<file path="src/rtl/lfsr_bank_debruijn_pkg.sv">
// Shared types and helpers for the de Bruijn LFSR bank.
package lfsr_bank_debruijn_pkg;

  typedef enum logic [1:0] {
    ST_IDLE,
    ST_WARMUP,
    ST_RUN
  } bankState_t;

  // Lane k seed: (base ^ (k * salt)) truncated to width bits.
  function automatic logic [31:0] laneSeed(
    input logic [31:0] base,
    input int unsigned k,
    input logic [31:0] salt,
    input int unsigned width
  );
    logic [31:0] mask;
    logic [31:0] prod;
    mask = (width >= 32) ? '1 : ((32'd1 << width) - 32'd1);
    prod = k * salt;
    return (base ^ prod) & mask;
  endfunction

endpackage

</file>
<file path="src/rtl/lfsr_bank_debruijn_step.sv">
// Combinational single step of a Fibonacci LFSR with all-zero-state insertion.
module lfsr_step_debruijn #(
  parameter int unsigned      WIDTH = 14,
  parameter logic [WIDTH-1:0] TAPS  = 14'h3802
) (
  input  logic [WIDTH-1:0] cur,
  output logic [WIDTH-1:0] nxt
);

  logic fb;
  logic zeroLow;

  // Feedback parity, inverted when the low bits are all zero to splice state 0 into the cycle.
  always_comb begin
    fb      = ^(cur & TAPS);
    zeroLow = (cur[WIDTH-2:0] == '0);
    nxt     = {cur[WIDTH-2:0], fb ^ zeroLow};
  end

endmodule

</file>
<file path="src/rtl/lfsr_bank_debruijn.sv">
// Multi-lane de Bruijn LFSR bank with seed derivation, warm-up and valid/ready output.
module lfsr_bank_debruijn
  import lfsr_bank_debruijn_pkg::*;
#(
  parameter int unsigned      WIDTH      = 14,
  parameter int unsigned      LANES      = 4,
  parameter logic [WIDTH-1:0] TAPS       = 14'h3802,
  parameter int unsigned      STEP       = 1,
  parameter int unsigned      WARMUP     = 16,
  parameter logic [WIDTH-1:0] LANE_SALT  = 14'h1F35,
  parameter logic [WIDTH-1:0] RESET_SEED = '0
) (
  input  logic                   clk,
  input  logic                   reset,
  input  logic                   enable,
  input  logic                   seed_load,
  input  logic [WIDTH-1:0]       seed,
  output logic [LANES*WIDTH-1:0] data_out,
  output logic                   out_valid,
  input  logic                   out_ready
);

  localparam int unsigned     CW          = (WARMUP > 0) ? $clog2(WARMUP + 1) : 1;
  localparam logic [CW-1:0]   WARM_LAST   = CW'(WARMUP - 1);
  localparam bankState_t      START_STATE = (WARMUP == 0) ? ST_RUN : ST_WARMUP;

  bankState_t    state;
  logic [CW-1:0] warmCnt;
  logic          advance;

  // Lanes step during warm-up, or in RUN only on an accepted transfer; a load suppresses stepping.
  assign advance   = !seed_load && enable &&
                     ((state == ST_WARMUP) || ((state == ST_RUN) && out_ready));
  assign out_valid = (state == ST_RUN) && enable;

  // Control FSM and warm-up counter; seed_load overrides everything, enable=0 freezes.
  always_ff @(posedge clk or posedge reset) begin
    if (reset) begin
      state   <= ST_IDLE;
      warmCnt <= '0;
    end else if (seed_load) begin
      state   <= START_STATE;
      warmCnt <= '0;
    end else if (enable) begin
      unique case (state)
        ST_IDLE: begin
          state   <= START_STATE;
          warmCnt <= '0;
        end
        ST_WARMUP: begin
          warmCnt <= warmCnt + 1'b1;
          if (warmCnt == WARM_LAST) state <= ST_RUN;
        end
        ST_RUN: begin
          state <= ST_RUN;
        end
        default: state <= ST_IDLE;
      endcase
    end
  end

  for (genvar k = 0; k < LANES; k++) begin : gLane
    localparam logic [WIDTH-1:0] RST_SEED =
      WIDTH'(laneSeed(32'(RESET_SEED), k, 32'(LANE_SALT), WIDTH));

    logic [WIDTH-1:0] lane;
    logic [WIDTH-1:0] loadSeed;
    logic [WIDTH-1:0] chain [STEP+1];

    assign loadSeed = WIDTH'(laneSeed(32'(seed), k, 32'(LANE_SALT), WIDTH));
    assign chain[0] = lane;

    // STEP single steps chained combinationally give the leap-forward advance.
    for (genvar j = 0; j < STEP; j++) begin : gStep
      lfsr_step_debruijn #(
        .WIDTH(WIDTH),
        .TAPS (TAPS)
      ) uStep (
        .cur(chain[j]),
        .nxt(chain[j+1])
      );
    end

    // Lane register: reset seed, reload seed, or leap-forward advance.
    always_ff @(posedge clk or posedge reset) begin
      if (reset)          lane <= RST_SEED;
      else if (seed_load) lane <= loadSeed;
      else if (advance)   lane <= chain[STEP];
    end

    assign data_out[k*WIDTH +: WIDTH] = lane;
  end

endmodule

</file>
<file path="config.mk">
export PLATFORM = sky130hd
export DESIGN_NAME = lfsr_bank_debruijn
export DESIGN_NICKNAME = d
export VERILOG_FILES = /design/src/rtl/lfsr_bank_debruijn_pkg.sv /design/src/rtl/lfsr_bank_debruijn_step.sv /design/src/rtl/lfsr_bank_debruijn.sv
export SDC_FILE = /design/constraint.sdc
export NUM_CORES = 1
export LEC_CHECK = 0
export BUFFER_PORTS_ARGS = -buffer_cell sky130_fd_sc_hd__buf_2
export CAP_MARGIN = 20
export CORE_ASPECT_RATIO = 1.25
export CORE_MARGIN = 2
export CORE_UTILIZATION = 28
export DETAILED_ROUTE_END_ITERATION = 6
export PLACE_DENSITY_LB_ADDON = 0.05
export SLEW_MARGIN = 20
export SYNTH_ARGS = -nofsm -noshare
export SYNTH_HDL_FRONTEND = slang
export SYNTH_SLANG_ARGS = --single-unit
</file>
<file path="constraint.sdc">
create_clock -name clk -period 1.9 [get_ports clk]
set_input_delay 0.095 -clock clk [delete_from_list [all_inputs] [get_ports clk]]
set_output_delay 0.095 -clock clk [all_outputs]
set_load 0.05 [all_outputs]
</file>
# == After elaboration in Yosys (flattened, before gate mapping) ==
# Cells that the tools add are included.
# op_classes
addsub,1
eq_ne,4
mux,15
bitwise,7
reduce_logical,20
# ops
cell,n
2-to-1 mux 14 bit,8
parity 14 bit,4
logical NOT 13 bit,4
NOT 9 bit,2
2-to-1 mux 5 bit,2
NOT 10 bit,1
one-hot mux 5 bit (2 select lines),1
2-to-1 mux 2 bit,3
one-hot mux 2 bit (3 select lines),1
adder 5 x 1 -> 5 bit (second input constant),1
== test 5 x 4 -> 1 bit (second input constant),1
logical AND 1 bit,4
AND reduction 2 bit,2
nonzero test 2 bit,2
XOR 1 bit,4
inequality test 3 x 2 -> 1 bit (second input constant),1
nonzero test 3 bit,1
== test 2 x 1 -> 1 bit (second input constant),1
== test 2 bit (second input constant),1
logical NOT 2 bit,1
logical NOT 1 bit,1
logical OR 1 bit,1
# word_totals
reg_bits,63
inputBits,19
output_inout_bits,57
wordCells,53

# == Longest topological paths before layout ==
# logic_depth
ltp_word,6
depth_mapped,8
ltp_nobuf,6

# == Modules after synthesis ==
# From an unflattened synthesis, not the netlist that was laid out.
# hier_totals
cells_unflattened,450
hier_area_um2,4307.9
# modules_own_cells
mod,n_inst,cells_each,area_per_inst_um2,seq_area_each_um2
lfsr_bank_debruijn,1,362,3642.2,1611.5
lfsr_step_debruijn,4,22,166.4,0.0

# == Worst setup path after synthesis ==
# Ideal clock, no wire load.
# synth_path
kind,register -> register
from,register warmCnt[0]
to,register state[0]
setup_ns,0.134
arrival_ns,1.496
t_required_ns,1.766
path_slack_ns,0.270
stages_incl_launch_ff,7
n_path_buf,0
period_less_slack_ns,1.630
path_cell_list,dfrtp_1 > ha_1 > and3_1 > ha_1 > o21ai_0 > mux2i_1 > nand2_1
# synth_between
elab_chain_cells,3
# synth_rtl
element,line,rtl
"start, declared",lfsr_bank_debruijn.sv:28,logic [CW-1:0] warmCnt;
"start signal, assigned",lfsr_bank_debruijn.sv:51,warmCnt <= warmCnt + 1'b1;
== test 5 x 4 -> 1 bit,lfsr_bank_debruijn.sv:52,if (warmCnt == WARM_LAST) state <= ST_RUN;
inequality test 3 x 2 -> 1 bit (no line),n/a,
AND reduction 2 bit (no line),n/a,
"end signal, assigned",lfsr_bank_debruijn.sv:52,
"end signal, assigned",lfsr_bank_debruijn.sv:55,state <= ST_RUN;
"end signal, assigned",lfsr_bank_debruijn.sv:57,default: state <= ST_IDLE;
"end, declared",lfsr_bank_debruijn.sv:27,bankState_t state;
# No other way between the ends.
# A chain may end at the register's enable or synchronous reset.

# == Worst setup path after layout ==
# Same ends and word-level chain as after synthesis.

==> out/results.md <==
| Stage | Metric | Reported |
| --- | --- | --- |
| status | Run status | completed |
| global route | All-Layer GR Usage | 0.169 |
| global route | Remaining global-route overflow | 0 |
| global route | Wire length of the first global-routing pass | 15.7 mm |
| timing | Measured slew at the worst slew-check pin | 0.506 ns |
| timing | RSZ-0062 raised after global routing | no |
| yosys | Cell taking the most area after synthesis | dfrtp_1 |
| place | Pre-CTS WS | 0.0984 ns |
| yosys | Largest cells by area after synthesis | dfrtp_1 27%, dfstp_2 23%, mux2i_1 14%, nand2_1 6.3%, a31oi_1 5.1% |
| yosys | Flip-flop and latch count after synthesis | 63 |
| yosys | Mux share of post-synthesis cell area | 0.144 |
| hold path | Hold Path Class | primary input to register |
| yosys | Share of the yosys chip area belonging to registers | 0.504 |
| place | Half-perimeter wire length after placement | 6.99 mm |
| cts | Clock insertion delay at the later pin of the skew report | 0.33 ns |
| layout | Final design instance area without fill | 0.00423 sq mm |
| global route | Antenna violations before repair | 0 |
| yosys | Xor/xnor cell area share of the yosys netlist | 0.0383 |
| worst setup path | Worst endpoint data arrival time | 1.98 ns |
| die | Number of placed I/O pins | 76 |
| layout | Layout Area Growth over Synthesis | 32.2% |
| place | Number of instances in the placed design | 516 |
| routing | Routed wire length | 9.75 mm |
| cts | Buffers from clock root to sink, at most | 2 |
| timing | Achievable Freq | 564 MHz |
| global route | Global-route met1 utilization | 0.227 |
| die | Initial Util | 0.287 |
| timing | Normalized max-slew margin | 0.660 |
| routing | Total number of vias | 2648 |
| layout | Number of standard cells in the layout, taps in and fillers out | 540 |
| worst setup path | Biggest fanout along the worst timing path | 5 |
| cts | Post-CTS setup buffers | 0 |
| yosys | Adder-cell area share of the yosys netlist | 0.0196 |
| timing | Hold violation total from the final report | 0 |
| routing | Post-DRT Antenna Nets | 0 |
| yosys | Synthesized net count | 334 |
| yosys | Netlist cell types | 34 |
| place | Port Buffers | 75 |
| die | X dimension of the die | 99.6 microns |
| cts | Clock sink count | 63 |
| yosys | Count of yosys warnings during synthesis | 0 |
| routing | Number of iterations in the first detailed-routing pass | 4 |
| cts | Number of clock buffers inserted by TritonCTS | 9 |
| global route | Via count of the first global-routing pass | 2699 |
| die | Full die area | 0.0123 sq mm |
| worst setup path | Kind of capture point of the worst setup path | register |
| routing | Remaining routing DRC violations | 0 |
| timing | Max Transition Viols Final | 0 |
| place | Post-Place Cell Area | 0.00381 sq mm |
| place | RePlAce Congestion | 0.722 |
| worst setup path | Classification of the worst setup path | register to register |
| yosys | Combinational family with the most area after synthesis | multiplexers |
| power and ir drop | Power per cell area | 1230 mW/mm^2 |
| timing | Final Setup Violations | 0 |
| power and ir drop | Max rail drop VDD | 0.438 mV |
| timing | Post-route clock period utilization | 0.934 |
| yosys | Syn_area_per_cell | 10.3 sq um |
| global route | GR met3 Demand/Resource | 0.0277 |
| timing | Final Skew | 0.00683 ns |
| worst setup path | Startpoint class of the critical path | register |
| die | Placeable Area | 0.0111 sq mm |
| yosys | Most frequent cell after synthesis | nand2_1 |
| yosys | Fraction of registers with async set/reset | 1.00 |
| layout | Layout fillers | 1143 |
| die | Number of cell rows | 43 |
| global route | Met2 track utilization from global routing | 0.275 |
| flow run | Max_cap viols | 0 |
| yosys | Top cells by count, synth | 54 x nand2_1, 46 x mux2i_1, 35 x dfrtp_1, 28 x dfstp_2, 26 x a31oi_1 |
| yosys | EDFF count, synth | 0 |
| cts | CTS tree | done |
| routing | Routed length per placed instance | 18.1 microns |
| die | Die span in y | 124 microns |
| yosys | Mapped cell area | 0.00320 sq mm |
| global route | Pin count of the biggest net entering global routing | 64 |
| layout | Net total in the final layout | 424 |
| timing | Post-layout worst setup margin | 0.126 ns |
| layout | Share of post-route cells with drive strength above 1 | 0.343 |
| cts | CTS Root Buffer Type | clkbuf_16 |
| yosys | Most used flip-flop cell after synthesis | dfrtp_1 |
| global route | Routing layer with the top usage in global route | met2 |
| worst setup path | R2R cell count | 6 |
| yosys | Area fraction in compound gates after synthesis | 0.118 |
| timing | Final hold slack | 0.0529 ns |
| routing | Number of vias per cell | 4.90 |
| layout | ANT cells | 0 |
| timing | Shortest clock period the worst path allows after layout | 1.77 ns |
| routing | Starting DRC count in detailed routing | 76 |
| yosys | Post-Syn Instances | 310 |
| cts | Clock-pin slew of the registers on the worst-case setup and hold paths | 0.06 ns |
| worst setup path | Required @ worst endpoint | 2.11 ns |
| power and ir drop | Pleak | 0.00196 uW |
| timing | Summed negative setup slack over all endpoints | 0 ns |
| cts | H-tree levels | 3 |
| hold path | Hold Path Depth | 4 |
| yosys | Fraction of the mapped netlist area in simple logic gates | 0.134 |
| yosys | Share of Yosys cell area claimed by the top area cell type | 0.274 |
## cell type report
| cell class | count | area (sq um) | share of cell area |
|---|---|---|---|
| well taps | 135 | 169 | 0.0399 |
| multi-input cells | 222 | 1470 | 0.347 |
| inverters | 7 | 26.3 | 0.00621 |
| clock buffers | 11 | 253 | 0.0598 |
| repair buffers | 97 | 623 | 0.147 |
| clock inverters | 5 | 80.1 | 0.0189 |
| flip-flops and latches | 63 | 1610 | 0.381 |
## routing by layer
layer | share of wire | wire, microns
met1 | 0.46 | 4450
met2 | 0.49 | 4780
met3 | 0.039 | 381
met4 | 0.015 | 144
met5 | 0 | 0
## critical path, stage by stage (launching register included)
cell and delay (ns):
dfrtp_1 0.42, ha_1 0.24, and3_1 0.19, ha_1 0.18
o21ai_0 0.33, mux2i_1 0.22, nand2_1 0.06
## placed cells by master (no fill, tap or decap), types with 2 or more instances in the layout
| master | n |
|---|---|
| a21boi_0 | 4 |
| a21boi_1 | 5 |
| a21oi_1 | 5 |
| a31oi_1 | 26 |
| and2_1 | 2 |
| buf_12 | 5 |
| buf_2 | 75 |
| buf_4 | 9 |
| bufinv_16 | 2 |
| clkbuf_16 | 9 |
| clkbuf_8 | 2 |
| clkinvlp_4 | 2 |
| dfrtp_1 | 35 |
| dfstp_2 | 28 |
| dlygate4sd3_1 | 8 |
| ha_1 | 5 |
| inv_1 | 5 |
| inv_2 | 2 |
| mux2i_1 | 46 |
| nand2_1 | 54 |
| nand3_1 | 2 |
| nand4_1 | 5 |
| nor2_1 | 22 |
| nor3_1 | 3 |
| nor4_1 | 8 |
| o21ai_0 | 6 |
| o21bai_1 | 3 |
| o31ai_1 | 3 |
| xnor2_1 | 13 |
## cell families after synthesis
| group | Yosys count |
|---|---|
| buffers and inverters | 25 |
| DFF | 63 |
| muxes | 46 |
| and+or+nand+nor | 100 |
| AOI/OAI and AO/OA | 57 |
| adders and majority gates | 5 |
| xor gates and xnor gates | 14 |
## state kept, by name (all words and copies together), names as in the netlist
signal      cells
state           2
warmCnt         5
gLane.lane     56
## worst paths after layout
kind                            startpoint           endpoint  slack [ns]
worst max register to register  warmCnt[0]           state[0]        0.13
min in group asynchronous            reset   gLane[2].lane[4]        0.38
max in group asynchronous            reset  gLane[1].lane[12]        1.18
worst min register to register  warmCnt[4]         warmCnt[4]        0.54
worst min-delay path               seed[0]   gLane[3].lane[0]        0.05
worst max-delay path            warmCnt[0]           state[0]        0.13
## metrics by stage
step                      utilization  power (uW)
after floorplan                     -        2970
after global placement          0.342        3410
after detailed placement        0.342        3420
after CTS                       0.379        5270
after global routing            0.380        5460
final                           0.380        5210
## repair_timing
item | 4_1_cts | 5_1_grt
hold buffers | 8 | 0
endpoints found under the setup margin | 0 | 16
hold endpoints to repair | 49 | 0
gates resized for setup | 0 | 1
## report_power, final
part           internal [uW]  leakage (uW)  switching (uW)
logic                    484       0.00109            1080
registers               1590      0.000708             225
clock network           1220      0.000158             611
total                   3290       0.00196            1920
No activity file was read; power rests on OpenSTA's default activity.
